--- src/rtl/uart_msg_sched_pkg.sv ---
// Shared constants and types for the stopwatch UART message scheduler.
//   - ASCII punctuation/control bytes and the digit base used in frames
//   - frame length and the index of its last byte
//   - FSM state encoding (2 bits)
package uart_msg_sched_pkg;

  localparam logic [7:0] ASCII_COLON  = 8'h3A;
  localparam logic [7:0] ASCII_DOT    = 8'h2E;
  localparam logic [7:0] ASCII_CR     = 8'h0D;
  localparam logic [7:0] ASCII_LF     = 8'h0A;
  localparam logic [7:0] ASCII_DIGIT0 = 8'h30;

  localparam int         FRAME_LEN = 11;
  localparam logic [3:0] LAST_IDX  = 4'(FRAME_LEN - 1);

  typedef enum logic [1:0] {
    ST_IDLE  = 2'd0,
    ST_ISSUE = 2'd1,
    ST_WAIT  = 2'd2
  } state_t;

endpackage

--- src/rtl/uart_msg_sched_if.sv ---
// Signal bundle between the stopwatch logic / uart_tx and the scheduler.
//   master : the scheduler (consumes requests and tx_done_tick, drives the
//            transmitter start/data and status pulses, exposes its state)
//   slave  : the surrounding logic (requesters + transmitter)
//
// Transmitter handshake: tx_start is an active-low level held low for
// exactly one cycle with tx_data valid in that same cycle; tx_data stays
// stable until the transmitter answers with a one-cycle tx_done_tick at
// the end of the stop bit. Only then may the next start be issued.
interface uart_msg_sched_if;
  import uart_msg_sched_pkg::*;

  logic        tick_req;
  logic        lap_req;
  logic [23:0] time_bcd;
  logic        tx_done_tick;
  logic        tx_start;
  logic [7:0]  tx_data;
  logic        busy;
  logic        frame_done;
  logic [1:0]  drop;
  state_t      state;

  modport master (
    input  tick_req, lap_req, time_bcd, tx_done_tick,
    output tx_start, tx_data, busy, frame_done, drop, state
  );

  modport slave (
    output tick_req, lap_req, time_bcd, tx_done_tick,
    input  tx_start, tx_data, busy, frame_done, drop, state
  );
endinterface

--- src/rtl/uart_msg_sched_bcd_to_ascii.sv ---
// Combinational BCD nibble to ASCII digit conversion.
//   nibble : 4-bit BCD digit
//   ascii  : '0'..'9', or BAD_DIGIT for nibble values 10..15
module uart_msg_sched_bcd_to_ascii
  import uart_msg_sched_pkg::*;
#(
  parameter logic [7:0] BAD_DIGIT = 8'h3F
) (
  input  logic [3:0] nibble,
  output logic [7:0] ascii
);

  assign ascii = (nibble > 4'd9) ? BAD_DIGIT : (ASCII_DIGIT0 + {4'd0, nibble});

endmodule

--- src/rtl/uart_msg_sched.sv ---
// Stopwatch UART message scheduler.
// Two requesters (periodic report, lap) each own a one-entry snapshot
// buffer; lap wins arbitration. The selected snapshot is sent as the
// 11-byte frame "<P>MM:SS.CC\r\n" through the uart_tx start/done handshake.
//   clk, rst_n : clock, synchronous active-low reset
//   bus        : requests, time snapshot, transmitter handshake, status
//                pulses (busy, frame_done, drop) and FSM state for debug
module uart_msg_sched
  import uart_msg_sched_pkg::*;
#(
  parameter logic [7:0] PREFIX_T  = 8'h54,
  parameter logic [7:0] PREFIX_L  = 8'h4C,
  parameter logic [7:0] BAD_DIGIT = 8'h3F
) (
  input  logic               clk,
  input  logic               rst_n,
  uart_msg_sched_if.master   bus
);

  state_t      state, state_d;
  logic [3:0]  idx, idx_d;

  logic        tick_pend, lap_pend;
  logic [23:0] tick_snap, lap_snap;
  logic [23:0] work_snap;
  logic [7:0]  work_prefix;

  logic        tx_start_q, tx_start_d;
  logic [7:0]  tx_data_q, tx_data_d;
  logic        busy_q, busy_d;
  logic        frame_done_q, frame_done_d;
  logic [1:0]  drop_q;

  logic        sel_lap, sel_tick, load_work;
  logic [3:0]  nibble;
  logic [7:0]  digit_ascii;
  logic [7:0]  frame_byte;

  // Arbitration happens only in IDLE; a selected buffer is released in
  // the same cycle its contents move to the working register.
  always_comb begin
    sel_lap   = (state == ST_IDLE) && lap_pend;
    sel_tick  = (state == ST_IDLE) && tick_pend && !lap_pend;
    load_work = sel_lap || sel_tick;
  end

  // Digit positions of the frame map onto the six snapshot nibbles.
  always_comb begin
    nibble = 4'd0;
    case (idx)
      4'd1:    nibble = work_snap[23:20];
      4'd2:    nibble = work_snap[19:16];
      4'd4:    nibble = work_snap[15:12];
      4'd5:    nibble = work_snap[11:8];
      4'd7:    nibble = work_snap[7:4];
      4'd8:    nibble = work_snap[3:0];
      default: nibble = 4'd0;
    endcase
  end

  uart_msg_sched_bcd_to_ascii #(.BAD_DIGIT(BAD_DIGIT)) u_bcd_to_ascii (
    .nibble (nibble),
    .ascii  (digit_ascii)
  );

  always_comb begin
    frame_byte = digit_ascii;
    case (idx)
      4'd0:    frame_byte = work_prefix;
      4'd3:    frame_byte = ASCII_COLON;
      4'd6:    frame_byte = ASCII_DOT;
      4'd9:    frame_byte = ASCII_CR;
      4'd10:   frame_byte = ASCII_LF;
      default: frame_byte = digit_ascii;
    endcase
  end

  // Next-state and next-output logic. Outputs are registered, so the
  // start pulse computed while in ISSUE appears on the pins during the
  // first WAIT cycle.
  always_comb begin
    state_d      = state;
    idx_d        = idx;
    busy_d       = busy_q;
    tx_start_d   = 1'b1;
    tx_data_d    = tx_data_q;
    frame_done_d = 1'b0;
    case (state)
      ST_IDLE: begin
        if (load_work) begin
          idx_d   = 4'd0;
          busy_d  = 1'b1;
          state_d = ST_ISSUE;
        end
      end
      ST_ISSUE: begin
        tx_start_d = 1'b0;
        tx_data_d  = frame_byte;
        state_d    = ST_WAIT;
      end
      ST_WAIT: begin
        if (bus.tx_done_tick) begin
          if (idx < LAST_IDX) begin
            idx_d   = idx + 4'd1;
            state_d = ST_ISSUE;
          end else begin
            frame_done_d = 1'b1;
            busy_d       = 1'b0;
            state_d      = ST_IDLE;
          end
        end
      end
      default: begin
        idx_d   = 4'd0;
        busy_d  = 1'b0;
        state_d = ST_IDLE;
      end
    endcase
  end

  always_ff @(posedge clk) begin
    if (!rst_n) begin
      state        <= ST_IDLE;
      idx          <= 4'd0;
      tx_start_q   <= 1'b1;
      tx_data_q    <= 8'h00;
      busy_q       <= 1'b0;
      frame_done_q <= 1'b0;
    end else begin
      state        <= state_d;
      idx          <= idx_d;
      tx_start_q   <= tx_start_d;
      tx_data_q    <= tx_data_d;
      busy_q       <= busy_d;
      frame_done_q <= frame_done_d;
    end
  end

  // Request buffers and working snapshot. A new request always wins over
  // the release, so a request landing on the release cycle refills the
  // buffer without counting as an overwrite.
  always_ff @(posedge clk) begin
    if (!rst_n) begin
      tick_pend   <= 1'b0;
      lap_pend    <= 1'b0;
      tick_snap   <= 24'd0;
      lap_snap    <= 24'd0;
      work_snap   <= 24'd0;
      work_prefix <= 8'd0;
      drop_q      <= 2'b00;
    end else begin
      if (load_work) begin
        work_snap   <= sel_lap ? lap_snap : tick_snap;
        work_prefix <= sel_lap ? PREFIX_L : PREFIX_T;
      end

      if (bus.tick_req) begin
        tick_pend <= 1'b1;
        tick_snap <= bus.time_bcd;
      end else if (sel_tick) begin
        tick_pend <= 1'b0;
      end

      if (bus.lap_req) begin
        lap_pend <= 1'b1;
        lap_snap <= bus.time_bcd;
      end else if (sel_lap) begin
        lap_pend <= 1'b0;
      end

      drop_q <= {bus.lap_req && lap_pend && !sel_lap,
                 bus.tick_req && tick_pend && !sel_tick};
    end
  end

  assign bus.tx_start   = tx_start_q;
  assign bus.tx_data    = tx_data_q;
  assign bus.busy       = busy_q;
  assign bus.frame_done = frame_done_q;
  assign bus.drop       = drop_q;
  assign bus.state      = state;

endmodule
--- src/flat_wrapper.sv ---
// flat-port wrapper written by rule: the top's interface ports become plain ports
module uart_msg_sched_flat import uart_msg_sched_pkg::*;
#(
  parameter logic [7:0] PREFIX_T  = 8'h54,
  parameter logic [7:0] PREFIX_L  = 8'h4C,
  parameter logic [7:0] BAD_DIGIT = 8'h3F
)
  (clk, rst_n, bus_tick_req, bus_lap_req, bus_time_bcd, bus_tx_done_tick, bus_tx_start, bus_tx_data, bus_busy, bus_frame_done, bus_drop, bus_state);
  uart_msg_sched_if bus_i ();
  input  logic clk;
  input  logic rst_n;
  input wire logic [$bits(bus_i.tick_req)-1:0] bus_tick_req;
  input wire logic [$bits(bus_i.lap_req)-1:0] bus_lap_req;
  input wire logic [$bits(bus_i.time_bcd)-1:0] bus_time_bcd;
  input wire logic [$bits(bus_i.tx_done_tick)-1:0] bus_tx_done_tick;
  output wire logic [$bits(bus_i.tx_start)-1:0] bus_tx_start;
  output wire logic [$bits(bus_i.tx_data)-1:0] bus_tx_data;
  output wire logic [$bits(bus_i.busy)-1:0] bus_busy;
  output wire logic [$bits(bus_i.frame_done)-1:0] bus_frame_done;
  output wire logic [$bits(bus_i.drop)-1:0] bus_drop;
  output wire logic [$bits(bus_i.state)-1:0] bus_state;
  assign bus_i.tick_req = bus_tick_req;
  assign bus_i.lap_req = bus_lap_req;
  assign bus_i.time_bcd = bus_time_bcd;
  assign bus_i.tx_done_tick = bus_tx_done_tick;
  assign bus_tx_start = bus_i.tx_start;
  assign bus_tx_data = bus_i.tx_data;
  assign bus_busy = bus_i.busy;
  assign bus_frame_done = bus_i.frame_done;
  assign bus_drop = bus_i.drop;
  assign bus_state = bus_i.state;
  uart_msg_sched #(.PREFIX_T(PREFIX_T), .PREFIX_L(PREFIX_L), .BAD_DIGIT(BAD_DIGIT)) u_core (.clk(clk), .rst_n(rst_n), .bus(bus_i));
endmodule
--- config.mk ---
export PLATFORM = sky130hd
export DESIGN_NAME = uart_msg_sched_flat
export DESIGN_NICKNAME = d
export VERILOG_FILES = /design/src/rtl/uart_msg_sched_pkg.sv /design/src/rtl/uart_msg_sched_if.sv /design/src/rtl/uart_msg_sched_bcd_to_ascii.sv /design/src/rtl/uart_msg_sched.sv /design/src/flat_wrapper.sv
export SDC_FILE = /design/constraint.sdc
export NUM_CORES = 1
export LEC_CHECK = 0
export BUFFER_PORTS_ARGS = -buffer_cell sky130_fd_sc_hd__buf_2
export CORE_MARGIN = 2
export CORE_UTILIZATION = 40
export CTS_CLUSTER_DIAMETER = 40
export DETAILED_ROUTE_END_ITERATION = 8
export PLACE_DENSITY_LB_ADDON = 0.05
export SYNTH_ARGS = -nofsm -noshare
export SYNTH_HDL_FRONTEND = slang
export SYNTH_HIERARCHICAL = 1
export SYNTH_SLANG_ARGS = --single-unit
--- constraint.sdc ---
create_clock -name clk -period 3.4 [get_ports clk]
set_clock_uncertainty 0.05 [all_clocks]
set_input_delay 0.34 -clock clk [delete_from_list [all_inputs] [get_ports clk]]
set_output_delay 0.34 -clock clk [all_outputs]
set_load 0.01 [all_outputs]
Word level (Yosys, flattened, before mapping)
Index checks and enable logic that the tools add are counted.
- bitwise gates (word level): 1
- muxes and demuxes: 23
- reductions and logical operators: 19
- magnitude comparators: 2
- $add $sub $neg: 2
- equality and inequality tests: 16
- operators by type and width (operator ; count):
    one-hot mux 8 bit (5 select lines) ; 1
    two-way mux 24 bit ; 1
    one-hot mux 4 bit (6 select lines) ; 1
    equality test 4 x 3 -> 1 bit, second input constant ; 4
    equality test 4 bit, second input constant ; 3
    two-way mux 4 bit ; 3
    one-hot mux 4 bit (3 select lines) ; 1
    two-way mux 1 bit ; 10
    equality test 4 x 2 -> 1 bit, second input constant ; 2
    AND reduction 4 bit ; 2
    adder 6 x 4 -> 7 bit, first input constant ; 1
    logical AND 1 bit ; 7
    two-way mux 7 bit ; 1
    one-hot mux 2 bit (3 select lines) ; 1
    two-way mux 5 bit ; 1
    adder 4 x 1 -> 4 bit, second input constant ; 1
    equality test 4 x 1 -> 1 bit, second input constant ; 1
    greater-than comparator 4 bit, second input constant ; 1
    logical NOT 4 bit ; 1
    < comparator 4 bit, second input constant ; 1
    two-way mux 2 bit ; 2
    != test 2 x 1 -> 1 bit, second input constant ; 2
    != test 2 bit, second input constant ; 2
    nonzero test 2 bit ; 2
    9 further kinds ; 11
- output and inout bits: 15
- register bits after elaboration: 101
- word-level logic and storage cells: 76
- input bits: 29

Logic depth before layout (Yosys ltp)
- word-level depth: 6
- gate-level depth with buffers: 10
- depth with buffers taken out: 9

By module
Netlist, hierarchy kept.
- by module, submodules not included (module ; seq. area each (µm²) ; cells an instance ; area an instance (µm²) ; instances):
    uart_msg_sched ; 1921.8 ; 434 ; 3946.3 ; 1
    uart_msg_sched_bcd_to_ascii ; 0.0 ; 11 ; 67.6 ; 1

Least setup slack after synthesis
No wires, ideal clock.
- kind: flip-flop to flip-flop
- start: register u_core.idx[0]
- end: register u_core.tx_data_q[0] (netlist: u_core/bus.tx_data[0])
- library setup time: 0.135 ns
- buffers on the path: 1
- data required time: 3.215 ns
- arrival: 1.755 ns
- setup slack: 1.460 ns
- stages on the path, launching flop included: 11
- period minus slack after synthesis: 1.940 ns
- cell sequence: dfxtp_1 > inv_1 > ha_1 > clkbuf_1 > a222oi_1 > a211oi_1 > a31o_2 > o21ai_1 > nand2b_1 > nand2_1 > a31oi_1
- cells in the longest elaborated chain, start to end: 5
- elaborated cells between the ends (all ways): 16
- classes of those cells: add/sub: 1; order compare: 1; eq/ne: 10; mux: 3; reduce/logical: 1
- ends and longest elaborated chain (element ; RTL line ; RTL):
    start: declaration ; uart_msg_sched.sv:21 ; logic [3:0] idx, idx_d;
    start signal: assignment ; uart_msg_sched.sv:131 ; idx <= idx_d;
    equality test 4 bit (tied with other cells) ; uart_msg_sched.sv:50 ; case (idx)
    one-hot mux 4 bit (6 select lines) (*) ; uart_msg_sched.sv:50 ;
    named net u_core.nibble[2] ; uart_msg_sched.sv:35 ; logic [3:0] nibble;
    greater-than comparator 4 bit (*) ; uart_msg_sched_bcd_to_ascii.sv:13 ; assign ascii = (nibble > 4'd9) ? BAD_DIGIT : (ASCII_DIGIT0 + {4'd0, nibble});
    two-way mux 7 bit (*) ; uart_msg_sched_bcd_to_ascii.sv:13 ;
    named net u_core.digit_ascii[0] ; uart_msg_sched.sv:36 ; logic [7:0] digit_ascii;
    one-hot mux 8 bit (5 select lines) (*) ; uart_msg_sched.sv:68 ; case (idx)
    end signal: assignment ; uart_msg_sched.sv:133 ; tx_data_q <= tx_data_d;
    end: declaration ; uart_msg_sched.sv:29 ; logic [7:0] tx_data_q, tx_data_d;
The timed path passes the listed nets; every way through them passes the cells marked *.
A chain may end at the register's enable or synchronous reset.

Worst setup path in the final report
Ends and elaborated chain as after synthesis.

==> metrics <==
IO Count=44; htree depth=3; share of Yosys cell area claimed by the top area cell type=0.479; endpoints failing hold=0; Flop pwr share=0.538; Port Buffers=43; Mean Syn Cell Area=9.02 um^2; Initial DRT Pass Iterations=5; Pwr Density=517 nW/um^2; Slew Limit Fails=0; Rows=36; VDD IR max=0.201 mV; post-CTS setup buffers=0; RD Place Congestion=0.861; Iter 0 DRT Violations=191; Gate Count Post-Synth=445; Metal-1 WL=4.78 mm; Final setup violation count=0; NetSw=0.612 mW; Tcrit/Tclk final=0.638; commonest non-fill, non-tap cell in the layout=dfxtp_1; final WL=9.38 mm; dpl hpwl=6.17 mm; Final nets=499; fillers=981; CP Data Arrival Time=2.42 ns; Clk pin slew, worst setup/hold paths=0.09 ns; sequential area share after synthesis=0.479; Lkg Pwr=1.87 nW; fin util=0.456; status=finished, final reports clean; ANT nets after route=0; clock share of power=0.336; Top Layer Used=met4; CP startpoint kind=register; CTS Buf Count=9; Hold Path Class=in2reg; met2 WL=4.12 mm; Remaining Overflow, GRT=0; Core Region=9770 um^2; async set-reset flop share out of synthesis=0; proportion of power drawn by combinational gates=0.126; Post-synth EDFFs=0; mapped cell area=4010 um^2; vias per cell=5.12; Antenna Cells=0; Synth cell types=45; clk buf depth=2; Synth area leaders=dfxtp_1 (48%), mux2i_1 (13%), nor2_1 (7.9%), nand2_1 (3.6%), a222oi_1 (3.2%); WL/cell=15.5 um; Starting Density=0.411; vias after detailed routing=3090; Final min period=2.17 ns; first-pass GRT wire length=15.2 mm; Worst-Margin Slew=1.04 ns; register bit total from synthesis=96; vias in the first global route=2881; post_cts resized=0; critical path peak fanout=8; Remaining DRCs=0; Synth-to-Final Area Change=11.1%; die area=10900 um^2; CTS Sinks=96; Hold Buf Count CTS=0; largest net degree at the start of global routing=61; wire length on met3=349 um; RSZ-0062 raised after global routing=no; Int Power=1.69 mW; FMAX=461 MHz; Rel. slew slack=0.307; GRT Overall Usage=0.179; Die X=104 um; pre-CTS setup slack=1.26 ns; maxcap violations=0; Skew-Pair Late Insertion Delay=0.37 ns; Fin Hold WS=0.163 ns; Root Driver=clkbuf_8; crit end category=register; CP required=3.65 ns; Synth Flop Type=dfxtp_1; Yosys warning count=6; Worst Setup Slack, final=1.23 ns; Worst Path Class, Setup=reg2reg; Yosys top cell by area=dfxtp_1; CTS tree=built; Net Sw Frac=0.266; layout cells sized above 1=0.149; Die Y=104 um; initial antenna violation count=0; setup tns final=0 ns; commonest cells after routing, fill and taps aside=dfxtp_1 (96), nor2_1 (84), mux2i_1 (52)
==> area by class of cell <==
class | instances | area (um^2) | area share
inverters | 6 | 22.5 | 0.00505
clock inverters | 4 | 52.6 | 0.0118
multi-input cells | 305 | 1890 | 0.423
repair buffers | 48 | 253 | 0.0567
clock buffers | 12 | 155 | 0.0348
well taps | 133 | 166 | 0.0373
flip-flops and latches | 96 | 1920 | 0.431
==> logic make-up (layout without fill, tap and decap cells) <==
group / after synthesis / after routing / synth area share
multiplexers: 53 / 53 / 0.132
buffers and inverters: 46 / 70 / 0.0530
other: 2 / 4 / 0.00187
AO/OA/AOI/OAI: 96 / 96 / 0.166
adder cells (fa/ha/maj): 4 / 4 / 0.0125
AND/OR/NAND/NOR: 148 / 148 / 0.155
flip-flops: 96 / 96 / 0.479
==> path summary, 6_finish.rpt <==
check	from	end	slack, ns	cells past startpoint
max	u_core/idx[0]$_SDFFE_PN0P_	u_core/bus.tx_data[0]$_SDFFE_PN0N_	1.23	9
min	bus_time_bcd[4]	u_core/tick_snap[4]$_SDFFE_PN0P_	0.16	3
max reg2reg	u_core/idx[0]$_SDFFE_PN0P_	u_core/bus.tx_data[0]$_SDFFE_PN0N_	1.23	9
min reg2reg	u_core/bus.tx_data[7]$_SDFFE_PN0N_	u_core/bus.tx_data[7]$_SDFFE_PN0N_	0.42	2
==> routing by layer <==
metal / up-vias / GRT usage
met1: 1436 / 0.251
met4: 0 / 0.0608
li1: 1591 / -
met5: - / 0
met2: 51 / 0.270
met3: 12 / 0.0395
==> worst max-delay path: stages, from the launching register on <==
cell and delay (ns):
dfxtp_1 0.36, inv_1 0.10, ha_1 0.31, nor2b_1 0.33, a21oi_1 0.12, nor3_1 0.40
o21ai_1 0.13, nand2b_1 0.10, nand2_1 0.05, a31oi_1 0.15
==> cells in the mapped netlist (all sizes together), types with 2 or more instances <==
cell,count
nand2b,3
inv,6
nand3,3
mux2i,52
or2,3
a211oi,6
a222oi,13
a221o,2
nor2b,4
nor3,4
a21o,2
buf,19
o21ai,26
a21oi,18
nand2,38
a22oi,11
a221oi,3
clkbuf,21
nor2,84
o21a,3
ha,4
dfxtp,96
a31oi,5
and3,4
conb,2
==> registers in the layout, indices dropped and copies added (netlist names) <==
name,count
u_core/bus.busy,1
u_core/bus.drop,2
u_core/bus.frame_done,1
u_core/bus.state,2
u_core/bus.tx_data,8
u_core/bus.tx_start,1
u_core/idx,4
u_core/lap_pend,1
u_core/lap_snap,24
u_core/tick_pend,1
u_core/tick_snap,24
u_core/work_prefix,3
u_core/work_snap,24
==> stage by stage <==
| step | area [um^2] | std cells | power, mW |
|---|---|---|---|
| floorplan | 4020 | 447 | 1.47 |
| global placement | 4250 | 588 | 1.55 |
| detailed placement | 4250 | 588 | 1.56 |
| CTS | 4460 | 604 | 2.33 |
| global route | 4460 | 604 | 2.43 |
| finish | 4460 | 604 | 2.30 |
==> power groups by stage <==
stage	Clock, mW	Combinational (mW)	Sequential, mW
floorplan	0	0.208	1.26
global placement	0	0.289	1.26
detailed placement	0	0.292	1.27
CTS	0.801	0.293	1.24
global route	0.853	0.325	1.25
finish	0.773	0.291	1.24
No activity file was read; power rests on OpenSTA's default activity.
